--- config.mk ---
export PLATFORM = sky130hd
export DESIGN_NAME = timx_pwm_core_n
export DESIGN_NICKNAME = d
export VERILOG_FILES = /design/src/rtl/timx_pwm_pkg.sv /design/src/rtl/timx_dtg_cell.sv /design/src/rtl/timx_pwm_core_n.sv
export SDC_FILE = /design/constraint.sdc
export NUM_CORES = 1
export LEC_CHECK = 0
export ABC_AREA = 1
export CAP_MARGIN = 20
export CORE_ASPECT_RATIO = 1.2
export CORE_MARGIN = 2
export CORE_UTILIZATION = 60
export CTS_CLUSTER_DIAMETER = 60
export DETAILED_ROUTE_END_ITERATION = 10
export PLACE_DENSITY = 0.81
export SYNTH_ARGS = -nofsm -noshare
export SYNTH_HDL_FRONTEND = slang
export SYNTH_SLANG_ARGS = --single-unit
--- constraint.sdc ---
create_clock -name apb_clk -period 3.95 [get_ports apb_clk]
set_clock_uncertainty 0.1 [all_clocks]
set_input_delay 0.9875 -clock apb_clk [delete_from_list [all_inputs] [get_ports apb_clk]]
set_output_delay 0.9875 -clock apb_clk [all_outputs]
set_load 0.005 [all_outputs]
--- src/rtl/timx_pwm_pkg.sv ---
// Shared register map, field positions and helpers for the timx_pwm_core_n advanced-timer PWM slice.
package timx_pwm_pkg;

  localparam logic [7:0] ADDR_CR1  = 8'h00;
  localparam logic [7:0] ADDR_DIER = 8'h0C;
  localparam logic [7:0] ADDR_SR   = 8'h10;
  localparam logic [7:0] ADDR_EGR  = 8'h14;
  localparam logic [7:0] ADDR_CCER = 8'h20;
  localparam logic [7:0] ADDR_PSC  = 8'h28;
  localparam logic [7:0] ADDR_ARR  = 8'h2C;
  localparam logic [7:0] ADDR_CCR0 = 8'h34;
  localparam logic [7:0] ADDR_BDTR = 8'h44;

  localparam int CR1_CEN   = 0;
  localparam int CR1_CMS   = 5;
  localparam int CR1_ARPE  = 7;
  localparam int DIER_UIE  = 0;
  localparam int SR_UIF    = 0;
  localparam int EGR_UG    = 0;
  localparam int BDTR_BKE  = 12;
  localparam int BDTR_BKP  = 13;
  localparam int BDTR_MOE  = 15;

  // CCER packs four control bits per channel starting at bit 4n.
  localparam int CCER_E  = 0;
  localparam int CCER_P  = 1;
  localparam int CCER_NE = 2;
  localparam int CCER_NP = 3;

  typedef enum logic {
    DIR_UP   = 1'b0,
    DIR_DOWN = 1'b1
  } cnt_dir_e;

  function automatic logic [7:0] ccr_addr(input int n);
    return ADDR_CCR0 + 8'(4 * n);
  endfunction

endpackage

--- src/rtl/timx_dtg_cell.sv ---
// Per-channel output stage: turns the PWM reference into main/complementary drive with optional
// dead time (TIMX_DEADTIME_EN); without the macro it is a plain pass-through.
module timx_dtg_cell #(
  parameter int DT_W = 8
) (
  input  logic            clk,
  input  logic            rst,
  input  logic [DT_W-1:0] dtg,
  input  logic            ref_in,
  output logic            oc,
  output logic            ocn
);

`ifdef TIMX_DEADTIME_EN
  logic            ref_prev;
  logic [DT_W-1:0] age;
  logic [DT_W-1:0] run;

  // run = cycles the reference has held its present level, saturating; 0 on the edge cycle.
  always_comb begin
    // NOTE: every always_comb output gets a default first so no path can infer a latch.
    run = '0;
    if (ref_in == ref_prev) begin
      run = (age == '1) ? age : age + 1'b1;
    end
  end

  always_ff @(posedge clk) begin
    if (rst) begin
      ref_prev <= 1'b0;
      age      <= '0;
    end else begin
      ref_prev <= ref_in;
      age      <= run;
    end
  end

  // Rising edges wait until the level has been stable for dtg cycles; falls are immediate.
  assign oc  = ref_in  & (run >= dtg);
  assign ocn = ~ref_in & (run >= dtg);
`else
  logic unused_ok;
  assign unused_ok = ^{clk, rst, dtg};
  assign oc        = ref_in;
  assign ocn       = ~ref_in;
`endif

endmodule

--- src/rtl/timx_pwm_core_n.sv ---
// Advanced-timer PWM core: APB registers, prescaled up/centre counter, PWM mode 1, break.
// Optional dead-time insertion is built when TIMX_DEADTIME_EN is defined.
module timx_pwm_core_n
  import timx_pwm_pkg::*;
#(
  parameter int NCH   = 4,
  parameter int CNT_W = 16,
  parameter int PSC_W = 16,
  parameter int DT_W  = 8
) (
  input  logic           apb_clk,
  input  logic           apb_rst,
  input  logic           timx_psel,
  input  logic           timx_penable,
  input  logic           timx_pwrite,
  input  logic [7:0]     timx_paddr,
  input  logic [31:0]    timx_pwdata,
  output logic [31:0]    timx_prdata,
  input  logic           timx_dbg_stop,
  input  logic           timx_bkin,
  output logic [NCH-1:0] timx_ch_out,
  output logic [NCH-1:0] timx_ch_out_en,
  output logic [NCH-1:0] timx_chn_out,
  output logic [NCH-1:0] timx_chn_out_en,
  output logic           timx_int_ud,
  output logic [NCH-1:0] timx_int_cc,
  output logic           timx_trgo
);

  // Programmer-visible registers
  logic             cen, cms, arpe;
  logic             uie;
  logic [NCH-1:0]   ccie;
  logic             uif;
  logic [NCH-1:0]   ccif;
  logic [NCH-1:0]   cc_e, cc_p, cc_ne, cc_np;
  logic [PSC_W-1:0] psc_pre;
  logic [CNT_W-1:0] arr_pre;
  logic [CNT_W-1:0] ccr_pre [NCH];
  logic             bke, bkp, moe;
  logic [DT_W-1:0]  dtg_eff;

  // Counting state and active (shadow) copies
  logic [PSC_W-1:0] psc_cnt, psc_sh;
  logic [CNT_W-1:0] cnt, cnt_nxt, arr_sh;
  logic [CNT_W-1:0] ccr_sh [NCH];
  cnt_dir_e         dir, dir_nxt;
  logic [NCH-1:0]   ref_q;
  logic             trgo_q;

  logic wr_en, wr_cr1, wr_dier, wr_sr, wr_ccer, wr_psc, wr_arr, wr_bdtr;
  logic ug, tick, uev_cnt, uev, brk;
  logic [NCH-1:0] cc_hit, oc, ocn;
  logic [31:0] rd;
  logic unused_bits;

  assign wr_en   = timx_psel & timx_penable & timx_pwrite;
  assign wr_cr1  = wr_en && (timx_paddr == ADDR_CR1);
  assign wr_dier = wr_en && (timx_paddr == ADDR_DIER);
  assign wr_sr   = wr_en && (timx_paddr == ADDR_SR);
  assign wr_ccer = wr_en && (timx_paddr == ADDR_CCER);
  assign wr_psc  = wr_en && (timx_paddr == ADDR_PSC);
  assign wr_arr  = wr_en && (timx_paddr == ADDR_ARR);
  assign wr_bdtr = wr_en && (timx_paddr == ADDR_BDTR);
  assign ug      = wr_en && (timx_paddr == ADDR_EGR) && timx_pwdata[EGR_UG];

  assign tick = cen & ~timx_dbg_stop & (psc_cnt == psc_sh);
  assign brk  = bke & (timx_bkin ^ bkp);
  assign uev  = uev_cnt | ug;

  assign unused_bits = ^{timx_pwdata, timx_paddr};

  always_comb begin
    cnt_nxt = cnt;
    dir_nxt = dir;
    uev_cnt = 1'b0;
    if (tick) begin
      if (!cms || (arr_sh == '0)) begin
        dir_nxt = DIR_UP;
        if (cnt >= arr_sh) begin
          cnt_nxt = '0;
          uev_cnt = 1'b1;
        end else begin
          cnt_nxt = cnt + 1'b1;
        end
      end else if (dir == DIR_UP) begin
        if (cnt >= arr_sh) begin
          cnt_nxt = cnt - 1'b1;
          dir_nxt = DIR_DOWN;
        end else begin
          cnt_nxt = cnt + 1'b1;
        end
      end else begin
        // Centre-aligned underflow: the only update point, then turn round.
        if (cnt == '0) begin
          cnt_nxt = CNT_W'(1);
          dir_nxt = DIR_UP;
          uev_cnt = 1'b1;
        end else begin
          cnt_nxt = cnt - 1'b1;
        end
      end
    end
  end

  always_comb begin
    for (int n = 0; n < NCH; n++) begin
      cc_hit[n] = tick & (cnt == ccr_sh[n]);
    end
  end

  // Software-written registers
  always_ff @(posedge apb_clk) begin
    // NOTE: sequential state uses non-blocking assignments only, so every register samples pre-edge values.
    if (apb_rst) begin
      cen     <= 1'b0;
      cms     <= 1'b0;
      arpe    <= 1'b0;
      uie     <= 1'b0;
      ccie    <= '0;
      cc_e    <= '0;
      cc_p    <= '0;
      cc_ne   <= '0;
      cc_np   <= '0;
      psc_pre <= '0;
      arr_pre <= '0;
      bke     <= 1'b0;
      bkp     <= 1'b0;
      moe     <= 1'b0;
      // NOTE: the CCR array is a handful of flops, not RAM, so it is reset like any other register.
      for (int n = 0; n < NCH; n++) ccr_pre[n] <= '0;
    end else begin
      if (wr_cr1) begin
        cen  <= timx_pwdata[CR1_CEN];
        cms  <= timx_pwdata[CR1_CMS];
        arpe <= timx_pwdata[CR1_ARPE];
      end
      if (wr_dier) begin
        uie  <= timx_pwdata[DIER_UIE];
        ccie <= timx_pwdata[NCH:1];
      end
      if (wr_ccer) begin
        for (int n = 0; n < NCH; n++) begin
          cc_e[n]  <= timx_pwdata[4*n+CCER_E];
          cc_p[n]  <= timx_pwdata[4*n+CCER_P];
          cc_ne[n] <= timx_pwdata[4*n+CCER_NE];
          cc_np[n] <= timx_pwdata[4*n+CCER_NP];
        end
      end
      if (wr_psc) psc_pre <= timx_pwdata[PSC_W-1:0];
      if (wr_arr) arr_pre <= timx_pwdata[CNT_W-1:0];
      for (int n = 0; n < NCH; n++) begin
        if (wr_en && (timx_paddr == ccr_addr(n))) ccr_pre[n] <= timx_pwdata[CNT_W-1:0];
      end
      if (wr_bdtr) begin
        bke <= timx_pwdata[BDTR_BKE];
        bkp <= timx_pwdata[BDTR_BKP];
      end
      // Break beats a simultaneous MOE write; only software can set MOE again.
      if (brk)          moe <= 1'b0;
      else if (wr_bdtr) moe <= timx_pwdata[BDTR_MOE];
    end
  end

`ifdef TIMX_DEADTIME_EN
  logic [DT_W-1:0] dtg_q;
  always_ff @(posedge apb_clk) begin
    if (apb_rst)      dtg_q <= '0;
    else if (wr_bdtr) dtg_q <= timx_pwdata[DT_W-1:0];
  end
  assign dtg_eff = dtg_q;
`else
  assign dtg_eff = '0;
`endif

  // Counter, shadows, flags and the registered PWM reference
  always_ff @(posedge apb_clk) begin
    if (apb_rst) begin
      psc_cnt <= '0;
      psc_sh  <= '0;
      cnt     <= '0;
      dir     <= DIR_UP;
      arr_sh  <= '0;
      uif     <= 1'b0;
      ccif    <= '0;
      ref_q   <= '0;
      trgo_q  <= 1'b0;
      for (int n = 0; n < NCH; n++) ccr_sh[n] <= '0;
    end else begin
      if (ug) begin
        psc_cnt <= '0;
        cnt     <= '0;
        dir     <= DIR_UP;
      end else begin
        if (cen && !timx_dbg_stop) psc_cnt <= tick ? '0 : psc_cnt + 1'b1;
        cnt <= cnt_nxt;
        dir <= dir_nxt;
      end
      if (uev) begin
        psc_sh <= psc_pre;
        for (int n = 0; n < NCH; n++) ccr_sh[n] <= ccr_pre[n];
        if (arpe) arr_sh <= arr_pre;
      end
      if (wr_arr && !arpe) arr_sh <= timx_pwdata[CNT_W-1:0];
      // Writing 0 clears a flag, 1 leaves it; a same-cycle hardware set wins.
      uif <= (uif & ~(wr_sr & ~timx_pwdata[SR_UIF])) | uev;
      for (int n = 0; n < NCH; n++) begin
        ccif[n]  <= (ccif[n] & ~(wr_sr & ~timx_pwdata[n+1])) | cc_hit[n];
        ref_q[n] <= (cnt < ccr_sh[n]);
      end
      trgo_q <= uev;
    end
  end

  for (genvar g = 0; g < NCH; g++) begin : g_ch
    timx_dtg_cell #(.DT_W(DT_W)) u_dtg (
      .clk    (apb_clk),
      .rst    (apb_rst),
      .dtg    (dtg_eff),
      .ref_in (ref_q[g]),
      .oc     (oc[g]),
      .ocn    (ocn[g])
    );
  end

  assign timx_ch_out     = {NCH{moe}} & (oc ^ cc_p);
  assign timx_chn_out    = {NCH{moe}} & (ocn ^ cc_np);
  assign timx_ch_out_en  = {NCH{moe}} & cc_e;
  assign timx_chn_out_en = {NCH{moe}} & cc_ne;
  assign timx_int_ud     = uif & uie;
  assign timx_int_cc     = ccif & ccie;
  assign timx_trgo       = trgo_q;

  always_comb begin
    rd = '0;
    case (timx_paddr)
      ADDR_CR1: begin
        rd[CR1_CEN]  = cen;
        rd[CR1_CMS]  = cms;
        rd[CR1_ARPE] = arpe;
      end
      ADDR_DIER: begin
        rd[DIER_UIE] = uie;
        for (int n = 0; n < NCH; n++) rd[n+1] = ccie[n];
      end
      ADDR_SR: begin
        rd[SR_UIF] = uif;
        for (int n = 0; n < NCH; n++) rd[n+1] = ccif[n];
      end
      ADDR_CCER: begin
        for (int n = 0; n < NCH; n++) begin
          rd[4*n+CCER_E]  = cc_e[n];
          rd[4*n+CCER_P]  = cc_p[n];
          rd[4*n+CCER_NE] = cc_ne[n];
          rd[4*n+CCER_NP] = cc_np[n];
        end
      end
      ADDR_PSC: rd[PSC_W-1:0] = psc_pre;
      ADDR_ARR: rd[CNT_W-1:0] = arr_pre;
      ADDR_BDTR: begin
        rd[DT_W-1:0] = dtg_eff;
        rd[BDTR_BKE] = bke;
        rd[BDTR_BKP] = bkp;
        rd[BDTR_MOE] = moe;
      end
      default: begin
        for (int n = 0; n < NCH; n++) begin
          if (timx_paddr == ccr_addr(n)) rd[CNT_W-1:0] = ccr_pre[n];
        end
      end
    endcase
  end

  assign timx_prdata = (timx_psel && !timx_pwrite) ? rd : '0;

endmodule
== Yosys cells after proc, flatten, opt, wreduce, memory -nomap -nowiden ==
Memory sizes are Yosys's and may differ from the RTL's.
Index checks and enable logic that the tools add are counted.
Cells by class
  $lt $le $gt $ge: 5
  equal/unequal tests: 16
  bitwise operators: 57
  $add $sub $neg: 3
  muxes and demuxes: 56
  reduce and logical (&&, ||, !) cells: 33
Operators with widths (count)
  $mux 16: 22
  $eq 16x16->1: 5
  $lt 16x16->1: 4
  $eq 8x6->1 const B: 6
  $add 16x1->16 const B: 2
  $logic_not 16->1: 2
  $mux 1: 25
  $pmux 4 s6: 1
  $and 1x1->1: 20
  $and 4x4->4: 5
  $eq 8x5->1 const B: 2
  $eq 8x7->1 const B: 2
  $ge 16x16->1: 1
  $logic_and 1x1->1: 16
  $pmux 4 s4: 1
  $sub 16x1->16 const B: 1
  $not 1->1: 15
  $pmux 1 s5: 3
  $or 1x1->1: 14
  $pmux 2 s5: 1
  $eq 8x4->1 const B: 1
  $logic_not 8->1: 1
  $pmux 1 s4: 2
  $xor 4x4->4: 2
  9 further kinds: 16
Storage, ports and cells
  output and inout bits: 54
  memories: 2
  logic and storage cells: 195
  input port bits: 47
  flip-flop bits (word level): 134
  memory bits (writable): 128
Memories
  ccr_pre: words 4, width 16, read ports 4, clocked after memory_dff 0, write ports 4, RTL line timx_pwm_core_n.sv:39  | logic [CNT_W-1:0] ccr_pre [NCH];
  ccr_sh: words 4, width 16, read ports 4, clocked after memory_dff 0, write ports 4, RTL line timx_pwm_core_n.sv:46  | logic [CNT_W-1:0] ccr_sh [NCH];

== Depth between registers and ports, before layout ==
Gate-level depths: netlist (run 1).
  word-level depth: 10
  depth in mapped cells: 19
  gate-level depth less buffers: 19

== Hierarchy ==
Synthesis (run 1) repeated with hierarchy kept, for this count alone.
Unflattened totals
  cell total of the unflattened synthesis: 1789
  area, all modules: 14323.7 um2
Modules (own cells, without submodules)
  timx_pwm_core_n: area each 14278.7 um2, instances 1, seq. area each 6526.3 um2, cells an instance 1781
  timx_dtg_cell: area each 11.3 um2, instances 4, seq. area each 0.0 um2, cells an instance 2

== Least setup slack after synthesis (run 1) ==
Ideal clock, no wire load.
  path type: in2reg
  start: input timx_paddr[7]
  end: memory ccr_pre[1][0] (enable)
  arrival time: 3020 ps
  setup slack: 419 ps
  cell stages on the path: 6
  library setup time: 411 ps
  path through: nor2_1 -> inv_1 -> nor3_2 -> nand2_1 -> clkbuf_1 -> o21ai_0
RTL lines
  start, declared: RTL line timx_pwm_core_n.sv:16  | input logic [7:0] timx_paddr,
  end, declared: RTL line timx_pwm_core_n.sv:39

== Worst setup path in the final report (run 1) ==
  start: input timx_paddr[0]
  end: output timx_prdata[13]
On the way
  longest elaborated chain between the ends: 7
Ends and longest elaborated chain
  $eq 8x6->1: RTL line timx_pwm_core_n.sv:268  | if (timx_paddr == ccr_addr(n)) rd[CNT_W-1:0] = ccr_pre[n];
  $mux 16 (4 in series): RTL line timx_pwm_core_n.sv:268
  $pmux 2 s5 (*): RTL line timx_pwm_core_n.sv:236  | case (timx_paddr)
  $mux 16 (*): RTL line timx_pwm_core_n.sv:274  | assign timx_prdata = (timx_psel && !timx_pwrite) ? rd : '0;
  end, declared: RTL line timx_pwm_core_n.sv:18  | output logic [31:0] timx_prdata,
Mark *: on every way between the ends. The rest lies on a longest branch, timed or not.

==> impl_metrics.json, run 1 <==
{
  "status": "finished with violations",
  "violations": "setup timing",
  "cts_num_sinks": 262,
  "met1_usage_pct": 42.7,
  "worst_pin_slew_ns": 1.00,
  "r2r-start": "cnt[3]",
  "clock_path_buffers": 3,
  "critPathCaptureType": "primary output",
  "gr-usage-met3_pct": 4.96,
  "h-tree-depth": 1,
  "synth-compound-area-share_pct": 13.9,
  "cp.depth": 15,
  "crit_required_ns": 2.86,
  "hp-class": "reg2reg",
  "path_buf_inv": 6,
  "synthXorXnorAreaFrac_pct": 1.94,
  "vdd_drop_max_mv": 0.338,
  "slowest_stage": "dlygate4sd2_1",
  "setup_ws_ns": -0.143,
  "port_buffers": 68,
  "viasPerCell": 5.81,
  "final_antenna_net_count": 0,
  "ios": 101,
  "postCtsHoldBufs": 0,
  "wl_um": 45300,
  "grt_util_all_layers_pct": 35.3,
  "startpoint": "timx_paddr[0]",
  "nNetsFinal": 2096,
  "initial_utilization_pct": 60.7,
  "worstSetupStartpointType": "primary input",
  "setup_violations": 2,
  "arrival_ns": 3.01,
  "synth_mux_area_share_pct": 0,
  "route.detailed.drc": 0,
  "grt_use_met2_pct": 59.0,
  "hold_viol_final": 0,
  "place.gp.congestion": 0.975,
  "ys_ff_latch": 262,
  "synthCells": 1811,
  "n_fill_cell": 1756,
  "path_clk_slew_ns": 0.06,
  "wl_per_cell_um": 19.6,
  "die_h_um": 174,
  "layout-area-overhead-vs-synth_pct": 19.9,
  "cts_made_buffers": 26,
  "yosysWarnings": 0,
  "max_freq_mhz": 244,
  "synth.avg_cell_area_um2": 7.99,
  "dp_hpwl_um": 32900,
  "final-max-slew-violation-count": 0,
  "synthAdderAreaFrac_pct": 7.27,
  "postSynth.asyncResetShare_pct": 0,
  "crit_path_end": "timx_prdata[13]",
  "drt_pass1_iterations": 6,
  "whs_ns": 0.395,
  "crit_family": "simple AND/OR/NAND/NOR gates",
  "synth_edf_count": 128,
  "fp.dieW_um": 146,
  "core.rowCount": 62,
  "fin_crit_sh_pct": 104,
  "fin_crit_ns": 4.09,
  "cts_tree": "done",
  "synthSimpleGateAreaFrac_pct": 19.9,
  "worst_r2r_path_depth": 16,
  "synth_top_family_by_area": "simple AND/OR/NAND/NOR gates",
  "antenna_found_initial": 0,
  "vias": 13403,
  "r2r_end": "cnt[4]",
  "clk_latency_ns": 0.54,
  "synthFlopType": "dfxtp_1",
  "grt_start_max_net_pins": 65,
  "cp_cell_sequence": "dlygate4sd2_1 -> inv_2 -> nand2_4 -> nor3_4 -> nand2_1 -> nand2_1 -> nor2_2 -> nand3_2 -> inv_2 -> buf_6 -> buf_8 -> o21ai_1 -> nor3_2 -> nor3_2 -> buf_2",
  "drt_iter0_drc": 1265,
  "layout_common_cells": "314 x inv_1, 244 x nor2_1, 235 x nand2_1, 137 x a21oi_1, 134 x dfxtp_1",
  "layout-drive-gt1-share_pct": 14.8,
  "netlist_area_mm2": 0.0145,
  "critPathMaxFanout": 5,
  "die_area_mm2": 0.0254,
  "grt_pass1_vias": 12961,
  "power_mw": 5.86,
  "critPathMaxStageDelay_ns": 0.24,
  "n_antenna_cell": 0,
  "rsz0062_at_grt": "yes",
  "maxSlewHeadroom_pct": 32.4,
  "power_leakage_nw": 7.72,
  "critPathKind": "in2out",
  "drv_cap": 0,
  "grt_overflow": 0,
  "p_per_area_mw_per_mm2": 338,
  "reg2reg_slack_ns": 0.91,
  "finalSetupTns_ns": -0.149,
  "grt_pass1_wl_um": 69900,
  "postLayoutCoreUtil_pct": 72.8,
  "layout_commonest_cell": "inv_1",
  "ys_seq_area_share_pct": 45.1,
  "core_area_mm2": 0.0238,
  "grt_most_used_layer": "met2",
  "ys_types": 50,
  "clockRootBuffer": "clkbuf_16",
  "place_ws_ns": -0.640
}
## metrics by stage
step / cells / instance area [µm²]
after global placement: 2229 / 15900
after global routing: 2305 / 17300
after detailed placement: 2229 / 15900
after CTS: 2301 / 17300
final: 2305 / 17300
after floorplan: 1826 / 14500
## Yosys cell counts, types with 2 or more instances
| master | count | share of area [%] |
|---|---|---|
| a21oi_2 | 10 | 0.61 |
| ha_1 | 84 | 7.3 |
| a211oi_1 | 9 | 0.47 |
| nor2_2 | 7 | 0.30 |
| buf_6 | 7 | 0.55 |
| nand2_4 | 3 | 0.23 |
| nand2_2 | 2 | 0.087 |
| o21a_1 | 2 | 0.10 |
| xor2_1 | 24 | 1.5 |
| nor3_2 | 4 | 0.28 |
| buf_4 | 20 | 1.0 |
| o31ai_1 | 3 | 0.16 |
| nor2_4 | 3 | 0.23 |
| o21bai_1 | 3 | 0.16 |
| xnor2_1 | 8 | 0.48 |
| nand4_1 | 23 | 0.99 |
| nor4_1 | 9 | 0.39 |
| nand3_2 | 11 | 0.76 |
| o221ai_1 | 3 | 0.18 |
| nor2_1 | 251 | 6.5 |
| nor3_1 | 23 | 0.80 |
| o21ai_1 | 3 | 0.10 |
| o211ai_1 | 10 | 0.52 |
| a221oi_1 | 2 | 0.12 |
| clkbuf_1 | 33 | 0.86 |
| nand3_1 | 66 | 2.3 |
| dfxtp_1 | 134 | 19 |
| nand2_1 | 243 | 6.3 |
| and3_1 | 2 | 0.087 |
| inv_2 | 12 | 0.31 |
| nor3b_1 | 6 | 0.31 |
| o21ai_0 | 126 | 4.4 |
| edfxtp_1 | 128 | 27 |
| a31oi_1 | 6 | 0.26 |
| a21oi_1 | 143 | 4.9 |
| o2111ai_1 | 2 | 0.12 |
| buf_2 | 13 | 0.45 |
| inv_1 | 324 | 8.4 |
| o22ai_1 | 38 | 1.6 |
## worst min-delay path: cells and delay by family (launching register included)
kind,cells,cell delay [ns]
compound gates,1,0.07
buf+inv,1,0.08
flops,1,0.30
## flip-flops by register name, indices dropped and copies added (netlist names), 16 cells and up
name,flops
ccr_pre,64
ccr_sh,64
arr_pre,16
arr_sh,16
cnt,16
psc_cnt,16
psc_pre,16
psc_sh,16
## layer usage
layer / wire length (µm) / vias to the layer above
met2: 21200 / 850
met3: 4150 / 201
met1: 16400 / 6135
met5: 0 / -
met4: 3580 / 0
li1: - / 6217
## worst min path at each step
stage,start,end,cells past startpoint
finish,arr_pre[1],arr_pre[1],2
global route,arr_pre[3],arr_pre[3],2
CTS,bke,bke,2
detailed placement,arr_pre[1],arr_pre[1],2
global placement,bke,bke,2
floorplan,arr_pre[11],arr_pre[11],2
## area by class of cell
cell class / instances / area (µm²) / share of cell area (%)
Multi-Input combinational cell: 1151 / 6640 / 38.3
Tap cell: 320 / 400 / 2.31
Sequential cell: 262 / 6530 / 37.6
Clock buffer: 40 / 776 / 4.47
Clock inverter: 8 / 129 / 0.743
Timing Repair Buffer: 187 / 1600 / 9.24
Inverter: 337 / 1260 / 7.30
## power by group
part	leakage (nW)	switching, mW	internal (mW)
Clock	0.442	1.06	1.56
Sequential	2.35	0.0245	2.90
Combinational	4.93	0.213	0.100
Total	7.72	1.30	4.56
## kinds of logic after synthesis
logic type | Yosys count
AND/OR/NAND/NOR | 657
adder cells (fa/ha/maj) | 84
buffers and inverters | 413
AO/OA/AOI/OAI | 362
XOR/XNOR | 32
other | 1
flip-flops | 262
## repair_timing
action                                  4_1_cts  5_1_grt
endpoints found under the setup margin       16       30
resized for setup                           139       34
pin swaps                                    31       19
cloned                                        2        0
buffers inserted                             25        5
Note: power is estimated with default switching activity, not from simulation.
==> inputs of run 2 (changes only) <==
--- a/config.mk
+++ b/config.mk
@@ -7,7 +7,7 @@
 export LEC_CHECK = 0
 export ABC_AREA = 1
 export CAP_MARGIN = 20
-export CORE_ASPECT_RATIO = 1.2
+export CORE_ASPECT_RATIO = 1.25
 export CORE_MARGIN = 2
 export CORE_UTILIZATION = 60
 export CTS_CLUSTER_DIAMETER = 60
@@ -15,4 +15,5 @@
 export PLACE_DENSITY = 0.81
 export SYNTH_ARGS = -nofsm -noshare
 export SYNTH_HDL_FRONTEND = slang
+export SYNTH_HIERARCHICAL = 1
 export SYNTH_SLANG_ARGS = --single-unit
==> run 2 against run 1 <==
  * The run now ends clean
  * Area after synthesis is 0.95% lower
  * Die area decreased by 0.92%
  * Combinational power hardly changed
  * Final cell count down 2.9%
  * Core utilization decreased by 0.45 points
  * Routed wire length is 3.1% lower
  * Sequential share of layout area up 0.63 points
  * Flip-flop and latch count is the same
  * Sequential power about the same
  * Fmax grew 4.9%
  * Critical path type unchanged
  * Critical endpoint is now timx_prdata[10]
  * Largest cell class unchanged
==> impl_metrics.json, run 2 <==
{
  "arrival_ns": 2.81,
  "final-max-slew-violation-count": 0,
  "ys_ff_latch": 262,
  "critPathKind": "in2out",
  "layout-drive-gt1-share_pct": 14.8,
  "grt_overflow": 0,
  "wl_um": 43900,
  "h-tree-depth": 1,
  "fin_crit_sh_pct": 98.7,
  "synth_mux_area_share_pct": 0,
  "n_antenna_cell": 0,
  "synthFlopType": "dfxtp_1",
  "hp-class": "reg2reg",
  "critPathCaptureType": "primary output",
  "p_switching_mw": 1.29,
  "power_frac_comb_pct": 5.4,
  "maxSlewHeadroom_pct": 53.0,
  "crit_required_ns": 2.86,
  "clockRootBuffer": "clkbuf_16",
  "cts_made_buffers": 26,
  "nNetsFinal": 2057,
  "place.gp.congestion": 1.00,
  "yosysWarnings": 6,
  "rsz0062_at_grt": "yes",
  "layout_commonest_cell": "inv_1",
  "core_area_mm2": 0.0236,
  "yosysTopAreaCell": "edfxtp_1",
  "vias": 12856,
  "port_buffers": 68,
  "synthSimpleGateAreaFrac_pct": 18.7,
  "power_mw": 5.74,
  "power_leakage_nw": 7.54,
  "netlist_area_mm2": 0.0143,
  "postSynth.asyncResetShare_pct": 0,
  "clk_latency_ns": 0.53,
  "drt_pass1_iterations": 5,
  "grt_start_max_net_pins": 64,
  "synthXorXnorAreaFrac_pct": 2.26,
  "die_h_um": 177,
  "synth_edf_count": 128,
  "synth-compound-area-share_pct": 14.4,
  "die_area_mm2": 0.0251,
  "drv_cap": 0,
  "instances_no_fill": 2238,
  "synth.avg_cell_area_um2": 8.01,
  "synth_area_leaders": "edfxtp_1 27%, dfxtp_1 19%, inv_1 8.2%, ha_1 7.3%, nor2_1 6.6%",
  "power.share.sequential_pct": 51.0,
  "viasPerCell": 5.74,
  "worst_pin_slew_ns": 0.698,
  "initial_utilization_pct": 60.8,
  "switching_share_pct": 22.4,
  "grt_pass1_vias": 12138,
  "cts_tree": "done",
  "synth_common_cells": "312 x inv_1, 252 x nor2_1, 218 x nand2_1, 169 x a21oi_1, 134 x dfxtp_1",
  "p_clk_share_pct": 43.6,
  "fp.dieW_um": 142,
  "core.rowCount": 63,
  "clock_path_buffers": 3,
  "postCtsHoldBufs": 0,
  "whs_ns": 0.375,
  "synthCells": 1789,
  "ys_types": 48,
  "antenna_found_initial": 0,
  "ios": 101,
  "dp_cells": 2184,
  "layout-area-overhead-vs-synth_pct": 19.0,
  "n_fill_cell": 1835,
  "hold_viol_final": 0,
  "ys_seq_area_share_pct": 45.6,
  "route.detailed.drc": 0,
  "reg_top3": "ccr_pre (64), ccr_sh (64)",
  "worstSetupStartpointType": "primary input",
  "layout_common_cells": "306 x inv_1, 246 x nor2_1, 208 x nand2_1, 147 x a21oi_1, 134 x dfxtp_1",
  "synth.most_common_cell": "inv_1",
  "grt_util_all_layers_pct": 34.8,
  "synth_top_family_by_area": "simple AND/OR/NAND/NOR gates",
  "grt_pass1_wl_um": 66400,
  "internal-power_mw": 4.46,
  "wl_per_cell_um": 19.6,
  "drt_iter0_drc": 1132,
  "max_freq_mhz": 256,
  "p_per_area_mw_per_mm2": 337,
  "final_antenna_net_count": 0,
  "vdd_drop_max_mv": 0.395,
  "fin_crit_ns": 3.90,
  "synthAdderAreaFrac_pct": 7.34,
  "synth_top_area_share_pct": 26.8,
  "cts_num_sinks": 262,
  "path_clk_slew_ns": 0.06,
  "status": "completed",
  "dp_hpwl_um": 32900,
  "setup_violations": 0,
  "critPathMaxFanout": 6,
  "reg2reg_slack_ns": 0.85
}
==> run 2: cell count changes after synthesis, sizes merged, moves of 6 or more <==
cell    delta
nand2     -21
a21oi     +16
nand3     -15
inv       -12
o21ai     +12
nor3       -8
nor2       +6
o211ai     -6
==> run 2: power groups by stage <==
stage                     Sequential [mW]  Clock, mW  Combinational [mW]
after floorplan                      2.98          0               0.157
after global placement               2.98          0               0.275
after detailed placement             2.99          0               0.281
after CTS                            2.93       2.50               0.300
after global routing                 2.93       2.61               0.332
final                                2.93       2.50               0.311
==> run 2: logic make-up (layout without fill, tap and decap cells) <==
kind of cell               count (synthesis)  count (layout)
and+or+nand+nor                          618             618
buffers and inverters                    405             547
AOI/OAI and AO/OA                        382             382
DFF                                      262             262
adders and majority gates                 84              84
xor gates and xnor gates                  37              37
other                                      1              16
==> run 2: per-stage QoR <==
stage	TNS [ns]	instance area [µm²]	util, %	setup WS (ns)
after floorplan	0	14400	-	0.483
after global placement	-9.27	15800	66.9	-0.857
after detailed placement	-9.79	15800	66.9	-0.928
after CTS	0	17000	72.1	0.0675
after global routing	-0.0377	17000	72.3	-0.0118
final	0	17000	72.3	0.0498
==> run 2: path summary, 6_finish.rpt <==
| kind | depth (start not counted) | startpoint | to |
|---|---|---|---|
| max | 12 | timx_paddr[1] | timx_prdata[10] |
| min | 2 | arr_pre[5] | arr_pre[5] |
| max reg2reg | 14 | cnt[0] | ccr_sh[0][13] |
| min reg2reg | 2 | arr_pre[5] | arr_pre[5] |
==> run 2: routing by layer <==
layer | vias up | GRT usage [%] | routed length [µm]
li1 | 6111 | - | -
met1 | 5934 | 41.7 | 15900
met2 | 657 | 58.8 | 20900
met3 | 154 | 4.44 | 3760
met4 | 0 | 22.6 | 3300
met5 | - | 0 | 0
==> run 2: area by class of cell <==
cell class                 instances  area [µm²]  share of cell area, %
inverter                         330        1240                   7.27
clock buffer                      38         757                   4.44
timing repair buffer             169        1440                   8.46
clock inverter                    10         103                  0.602
sequential                       262        6530                   38.3
multi-input combinational       1137        6620                   38.8
tap                              292         365                   2.14
==> run 2: critical path: stages <==
cell	delay (ns)
dlygate4sd2_1	0.23
nor2_2	0.16
buf_6	0.13
nand2_2	0.05
nor2_4	0.13
buf_4	0.14
nand2_1	0.05
buf_4	0.16
o22ai_1	0.20
a21oi_2	0.10
a221oi_4	0.30
buf_2	0.18
==> run 2: repair_timing <==
action / CTS / global route
endpoints found under the setup margin: 16 / 15
pin swaps: 33 / 17
buffers inserted: 11 / 0
gates cloned: 0 / 0
resized for setup: 169 / 31
==> inputs of run 3 (changes only) <==
--- a/config.mk
+++ b/config.mk
@@ -6,7 +6,6 @@
 export NUM_CORES = 1
 export LEC_CHECK = 0
 export ABC_AREA = 1
-export CAP_MARGIN = 20
 export CORE_ASPECT_RATIO = 1.25
 export CORE_MARGIN = 2
 export CORE_UTILIZATION = 60
==> results of run 3 <==
Same layout as run 2: the final DEF is identical, and so are final timing and power.
